$ cat config.mk
export PLATFORM = sky130hd
export DESIGN_NAME = imm_split_n
export DESIGN_NICKNAME = d
export VERILOG_FILES = /design/src/rtl/imm_pkg.sv /design/src/rtl/imm_split_n.sv
export SDC_FILE = /design/constraint.sdc
export NUM_CORES = 1
export LEC_CHECK = 0
export ABC_AREA = 1
export CAP_MARGIN = 40
export CELL_PAD_IN_SITES_DETAIL_PLACEMENT = 0
export CELL_PAD_IN_SITES_GLOBAL_PLACEMENT = 1
export CORE_MARGIN = 10
export CORE_UTILIZATION = 29
export CTS_BUF_LIST = sky130_fd_sc_hd__clkbuf_4
export DETAILED_ROUTE_END_ITERATION = 10
export GPL_TIMING_DRIVEN = 0
export PLACE_DENSITY_LB_ADDON = 0.1
export SLEW_MARGIN = 0
export SYNTH_ARGS = -nofsm -noshare
export SYNTH_HDL_FRONTEND = slang
export SYNTH_SLANG_ARGS = --single-unit
$ cat constraint.sdc
create_clock -name clk -period 1.1 [get_ports clk]
set_input_delay 0.11 -clock clk [delete_from_list [all_inputs] [get_ports clk]]
set_output_delay 0.11 -clock clk [all_outputs]
set_load 0.02 [all_outputs]
$ cat src/rtl/imm_pkg.sv
// Shared constants for the constant-to-immediate splitter: opcodes, FSM encoding
// and the elaboration-time width check.
package imm_pkg;

    localparam logic OP_LUI = 1'b0;
    localparam logic OP_ORI = 1'b1;

    localparam logic [1:0] ST_IDLE  = 2'd0;
    localparam logic [1:0] ST_UPPER = 2'd1;
    localparam logic [1:0] ST_LOWER = 2'd2;

    function automatic bit width_ok(input int n);
        return (n >= 2) && ((n % 2) == 0);
    endfunction

endpackage

$ cat src/rtl/imm_split_n.sv
// Splits an N-bit constant into an upper-half LUI beat and, when the lower half
// is non-zero, a following ORI beat for the register-write issue logic.
module imm_split_n
    import imm_pkg::*;
#(
    parameter int N  = 8,
    parameter int RW = 4
) (
    input  logic           clk,
    input  logic           rst_n,
    input  logic           in_valid,
    output logic           in_ready,
    input  logic [N-1:0]   in_data,
    input  logic [RW-1:0]  in_rd,
    output logic           out_valid,
    input  logic           out_ready,
    output logic           out_op,
    output logic [N/2-1:0] out_imm,
    output logic [RW-1:0]  out_rd,
    output logic           busy
);

    localparam int HALF = N / 2;

    if (!width_ok(N)) begin : g_bad_n
        $error("imm_split_n: N must be even and at least 2");
    end

    logic [1:0]      state;
    logic [HALF-1:0] lo_q;
    logic            lo_nz;
    logic            last_beat;
    logic            accept;

    // Handshake: a transfer happens on a rising edge where valid && ready.
    // Producers never drop valid or change payload until that edge; in_ready
    // is independent of in_valid, and out_* come only from registers.
    assign last_beat = (state == ST_LOWER) || ((state == ST_UPPER) && !lo_nz);
    assign in_ready  = (state == ST_IDLE) || (out_ready && last_beat);
    assign accept    = in_valid && in_ready;
    assign busy      = (state != ST_IDLE);

    always_ff @(posedge clk or negedge rst_n) begin
        if (!rst_n) begin
            state     <= ST_IDLE;
            out_valid <= 1'b0;
            out_op    <= OP_LUI;
            out_imm   <= '0;
            out_rd    <= '0;
            lo_q      <= '0;
            lo_nz     <= 1'b0;
        end else if (accept) begin
            // Fresh constant, possibly overlapping the previous one's last handshake.
            state     <= ST_UPPER;
            out_valid <= 1'b1;
            out_op    <= OP_LUI;
            out_imm   <= in_data[N-1:HALF];
            out_rd    <= in_rd;
            lo_q      <= in_data[HALF-1:0];
            lo_nz     <= |in_data[HALF-1:0];
        end else if ((state == ST_UPPER) && out_ready && lo_nz) begin
            state     <= ST_LOWER;
            out_op    <= OP_ORI;
            out_imm   <= lo_q;
        end else if (out_ready && last_beat) begin
            state     <= ST_IDLE;
            out_valid <= 1'b0;
        end
    end

endmodule

# Word level (Yosys, flattened, before mapping)
# Index checks and enable logic that the tools add are counted.
# totals
regBits,17
in_bits,16
out_inout_bits,12
word_cells,35
# classes
n_reduce_logical,15
n_eq_ne,3
n_mux,10
# ops
op,n
2-to-1 mux 4 bit,2
2-to-1 mux 2 bit,3
nonzero test 2 bit,3
logical AND 1 bit,5
2-to-1 mux 1 bit,5
OR reduction 4 bit,1
nonzero test 3 bit,1
"equality test 2 x 1 -> 1 bit, second input constant",1
"equality test 2 bit, second input constant",1
zero test 2 bit,1
logical OR 1 bit,2
"!= test 2 bit, second input constant",1
AND reduction 2 bit,1
zero test 1 bit,1

# Depth between registers and ports, before layout
# logic_depth
word_depth,8
ltp_mapped,8
mapped_depth_nobuf,7

# Worst setup path after synthesis
# Ideal clock, no wire load.
# synth_path
path_kind,register to register
start,register state[1]
end,register out_imm[2]
synth_period_minus_slack_ps,1320
path_stages_with_launch,8
t_required_ps,978
slack_ps,-220
path_buffers,1
t_arrival_ps,1197
setup_time_ps,122
cell_sequence,dfrtp_1 -> nor2_2 -> inv_1 -> nand2_2 -> nand2_2 -> buf_6 -> nand3_1 -> nand3_2
# synth_between
elab_chain_cells,7
elab_cells_between_ends,12
cone_classes,eq/ne: 2; mux: 1; reduce/logical: 9
# synth_rtl
item,line,rtl
start: declaration,imm_split_n.sv:29,logic [1:0] state;
start signal: assignment,imm_split_n.sv:45,state <= ST_IDLE;
start signal: assignment,imm_split_n.sv:54,state <= ST_UPPER;
start signal: assignment,imm_split_n.sv:62,state <= ST_LOWER;
equality test 2 x 1 -> 1 bit,imm_split_n.sv:38,assign last_beat = (state == ST_LOWER) || ((state == ST_UPPER) && !lo_nz);
logical AND 1 bit,imm_split_n.sv:38,
logical OR 1 bit,imm_split_n.sv:38,
logical AND 1 bit,imm_split_n.sv:39,assign in_ready = (state == ST_IDLE) || (out_ready && last_beat);
logical OR 1 bit *,imm_split_n.sv:39,
named net in_ready,imm_split_n.sv:12,"output logic in_ready,"
logical AND 1 bit *,imm_split_n.sv:40,assign accept = in_valid && in_ready;
2-to-1 mux 4 bit or nonzero test 2 bit (tied branches),-,
end signal: assignment,imm_split_n.sv:57,out_imm <= in_data[N-1:HALF];
end signal: assignment,imm_split_n.sv:64,out_imm <= lo_q;
end: declaration,imm_split_n.sv:18,"output logic [N/2-1:0] out_imm,"
# Mark *: on every way through the listed nets, which the timed path passes. The rest lies on a longest branch.
# A chain may end at the register's enable or synchronous reset.

# Worst setup path in the final report
# layout_path
start,register state[1]
end,register out_rd[2]
# layout_between
elab_chain_cells,6
elab_cells_between_ends,8
cone_classes,eq/ne: 2; reduce/logical: 6
# layout_rtl
item,line,rtl
equality test 2 x 1 -> 1 bit,imm_split_n.sv:38,
logical AND 1 bit,imm_split_n.sv:38,
logical OR 1 bit,imm_split_n.sv:38,
logical AND 1 bit,imm_split_n.sv:39,
logical OR 1 bit *,imm_split_n.sv:39,
logical AND 1 bit *,imm_split_n.sv:40,
end signal: assignment,imm_split_n.sv:58,out_rd <= in_rd;
end: declaration,imm_split_n.sv:19,"output logic [RW-1:0] out_rd,"
# Every way passes the cells marked *; elsewhere a longest branch is shown, timed or not.

==> results.txt <==
Status = finished, violations left
Failing checks = setup timing
Most frequent cells after synthesis = nand2_1 (29), dfrtp_1 (17), nand3_1 (11), inv_1 (6), nand2_2 (4)
First-pass GRT wire length = 3.650 mm
Antenna violations before repair = 0
Post-synthesis cell count = 83
Clock Latency Late Sink = 0.29 ns
Slew margin rel. = 0.4908
Starting density of the core = 0.3040
CP arrival = 1.59 ns
Number of global-route vias before repair = 772
Pre-CTS setup slack = -0.5909 ns
Count leader, synth = nand2_1
Port buffer count = 27
Total CTS buffers = 3
Fraction of registers with async set/reset = 1.000
Syn_nets = 99
DR DRC count = 0
YS warnings = 0
Slew at the pin closest to its max-slew limit = 0.7614 ns
CTS Hold Buffers Added = 0
RSZ-0062 raised after global routing = true
Gr usage total = 0.08699
Startpoint types = flop
CP Max Fanout = 5
Layout Nets = 140
Root buf cell = clkbuf_4
Routed wire per std cell = 14.01 um
Final slew viol count = 0
Met1 Resource Use GR = 0.1016
RePlAce Congestion = 0.7225
Min Tclk post-route = 1.356 ns
Ant diodes = 0
CTS tree = done
# Max-Cap Violations = 0
Drt first-iter violations = 20
Netlist cell types = 15
Vias/cell = 4.601
HPWL Detailed = 1.498 mm
Final period utilization = 1.233
Setup CP Type = reg -> reg
Post-Syn Area = 753.2 um^2
Routed via count = 704
Largest net degree at the start of global routing = 18
Synth top area share = 0.5648
P per Cell Area = 2845 nW/um^2
Final setup TNS = -4.176 ns
Flops & latches, synth = 17
Final setup viols = 19
Layout cells sized above 1 = 0.4390
Final antenna-violating net count = 0
Leak = 0.6192 nW
Ports = 28
Die Span Y = 70.97 um
Mapped Avg Cell Area = 9.075 um^2
Global routing's busiest layer = met2
CORE AREA = 2477 um^2
Fmax = 737.5 MHz
CTS Buffer Depth = 2
Fin worst setup slack = -0.2560 ns
Largest cells by area after synthesis = dfrtp_1 (56%), nand2_1 (14%), nand3_1 (7.3%), nand2_2 (3.3%), buf_6 (3.0%)
Pre-Repair DR Iteration Count = 4
EDFF count, synth = 0
Primary FF master, synth = dfrtp_1
Final Hold Fails = 0
Die Width = 70.97 um
Row cnt = 18
Die area = 5036 um^2
Hold WS = 0.2630 ns
Seq/Total Area, Yosys = 0.5648
HP Class = in -> async
Met2 Use GR = 0.1405
CP required = 1.33 ns
Wirelength, routed = 2.143 mm
Crit end category = flop
Clock slew at reported path FFs = 0.09 ns
Clock Skews = 0.001862 ns
CTS sink count = 17
Met3 usage in global routing = 0.04045
Maximum level of the CTS H-tree = 1
Largest area contributor in the netlist = dfrtp_1
Grt total ovfl = 0
Maximum vdd drop = 1223 uV
Area delta synth->final = 63.95%
[flip-flops by register name, indices dropped and copies added (netlist names)]
| register | cells |
|---|---|
| lo_nz | 1 |
| state | 2 |
| out_valid | 1 |
| out_op | 1 |
| out_imm | 4 |
| lo_q | 4 |
| out_rd | 4 |
[placed cells by master (no fill, tap or decap), drive strengths merged, types with 4 or more instances in the layout]
cell,synthesis,routed
clkbuf,0,13
nor2,4,4
nand3,12,12
clkdlybuf4s50,0,15
o21ai,5,5
buf,3,14
inv,6,6
nand2,33,33
dfrtp,17,17
[stage by stage]
| step | total power [mW] | utilization | area (um^2) | cells |
|---|---|---|---|---|
| detailed placement | 2.855 | 0.4359 | 1080 | 140 |
| CTS | 3.377 | 0.4828 | 1196 | 150 |
| global placement | 2.812 | 0.4359 | 1080 | 140 |
| finish | 3.513 | 0.4985 | 1235 | 153 |
| floorplan | 2.132 | - | 772.0 | 83 |
| global route | 3.790 | 0.4985 | 1235 | 153 |
[worst paths after layout]
| kind | start | to | slack [ns] | cells after the start |
|---|---|---|---|---|
| min in group clk | in_rd[1] | out_rd[1] | 0.35 | 3 |
| min | rst_n | out_rd[1] | 0.26 | 1 |
| min reg2reg | out_rd[0] | out_rd[0] | 0.49 | 2 |
| max in group asynchronous | rst_n | lo_q[2] | 0.36 | 1 |
| max | state[1] | out_rd[2] | -0.26 | 7 |
| max reg2reg | state[1] | out_rd[2] | -0.26 | 7 |
[worst max-delay path, cell delays in order, from the launching register on]
cell	delay, ns
dfrtp_1	0.43
o21ai_1	0.16
nand2_2	0.10
buf_6	0.14
a21boi_4	0.21
buf_6	0.16
nand2_1	0.05
nand2_1	0.06
[power by group]
group,switching [mW],internal [mW],leakage [nW]
clock,0.188,0.166,0.0184
sequential,0.197,0.931,0.209
combinational,1.11,0.920,0.392
[layer usage]
metal  vias to the layer above  share of wire  wire length (um)
li1                        345              -                 -
met1                       335           0.43               914
met2                        20           0.49              1052
met3                         4          0.066               142
met4                         0          0.016                34
met5                         -              0                 0
[timing repair]
item,4_1_cts,5_1_grt
gates resized for setup,49,19
pin swaps,9,2
buffers inserted,4,2
setup endpoints to repair,28,28
cloned,2,1
[layout make-up]
class,instances,area (um^2)
buffer,3,37.54
clock buffer,4,30.03
timing repair buffer,36,326.6
fill,243,1242
sequential,17,425.4
tap,30,37.54
multi-input combinational,57,355.3
inverter,6,22.52
[cells by family after synthesis]
kind of cell    after synthesis  share of synthesized area
buf+inv                       9                    0.06977
compound gates                6                    0.05814
simple gates                 51                     0.3073
flops                        17                     0.5648
(Power assumes the default switching activity.)
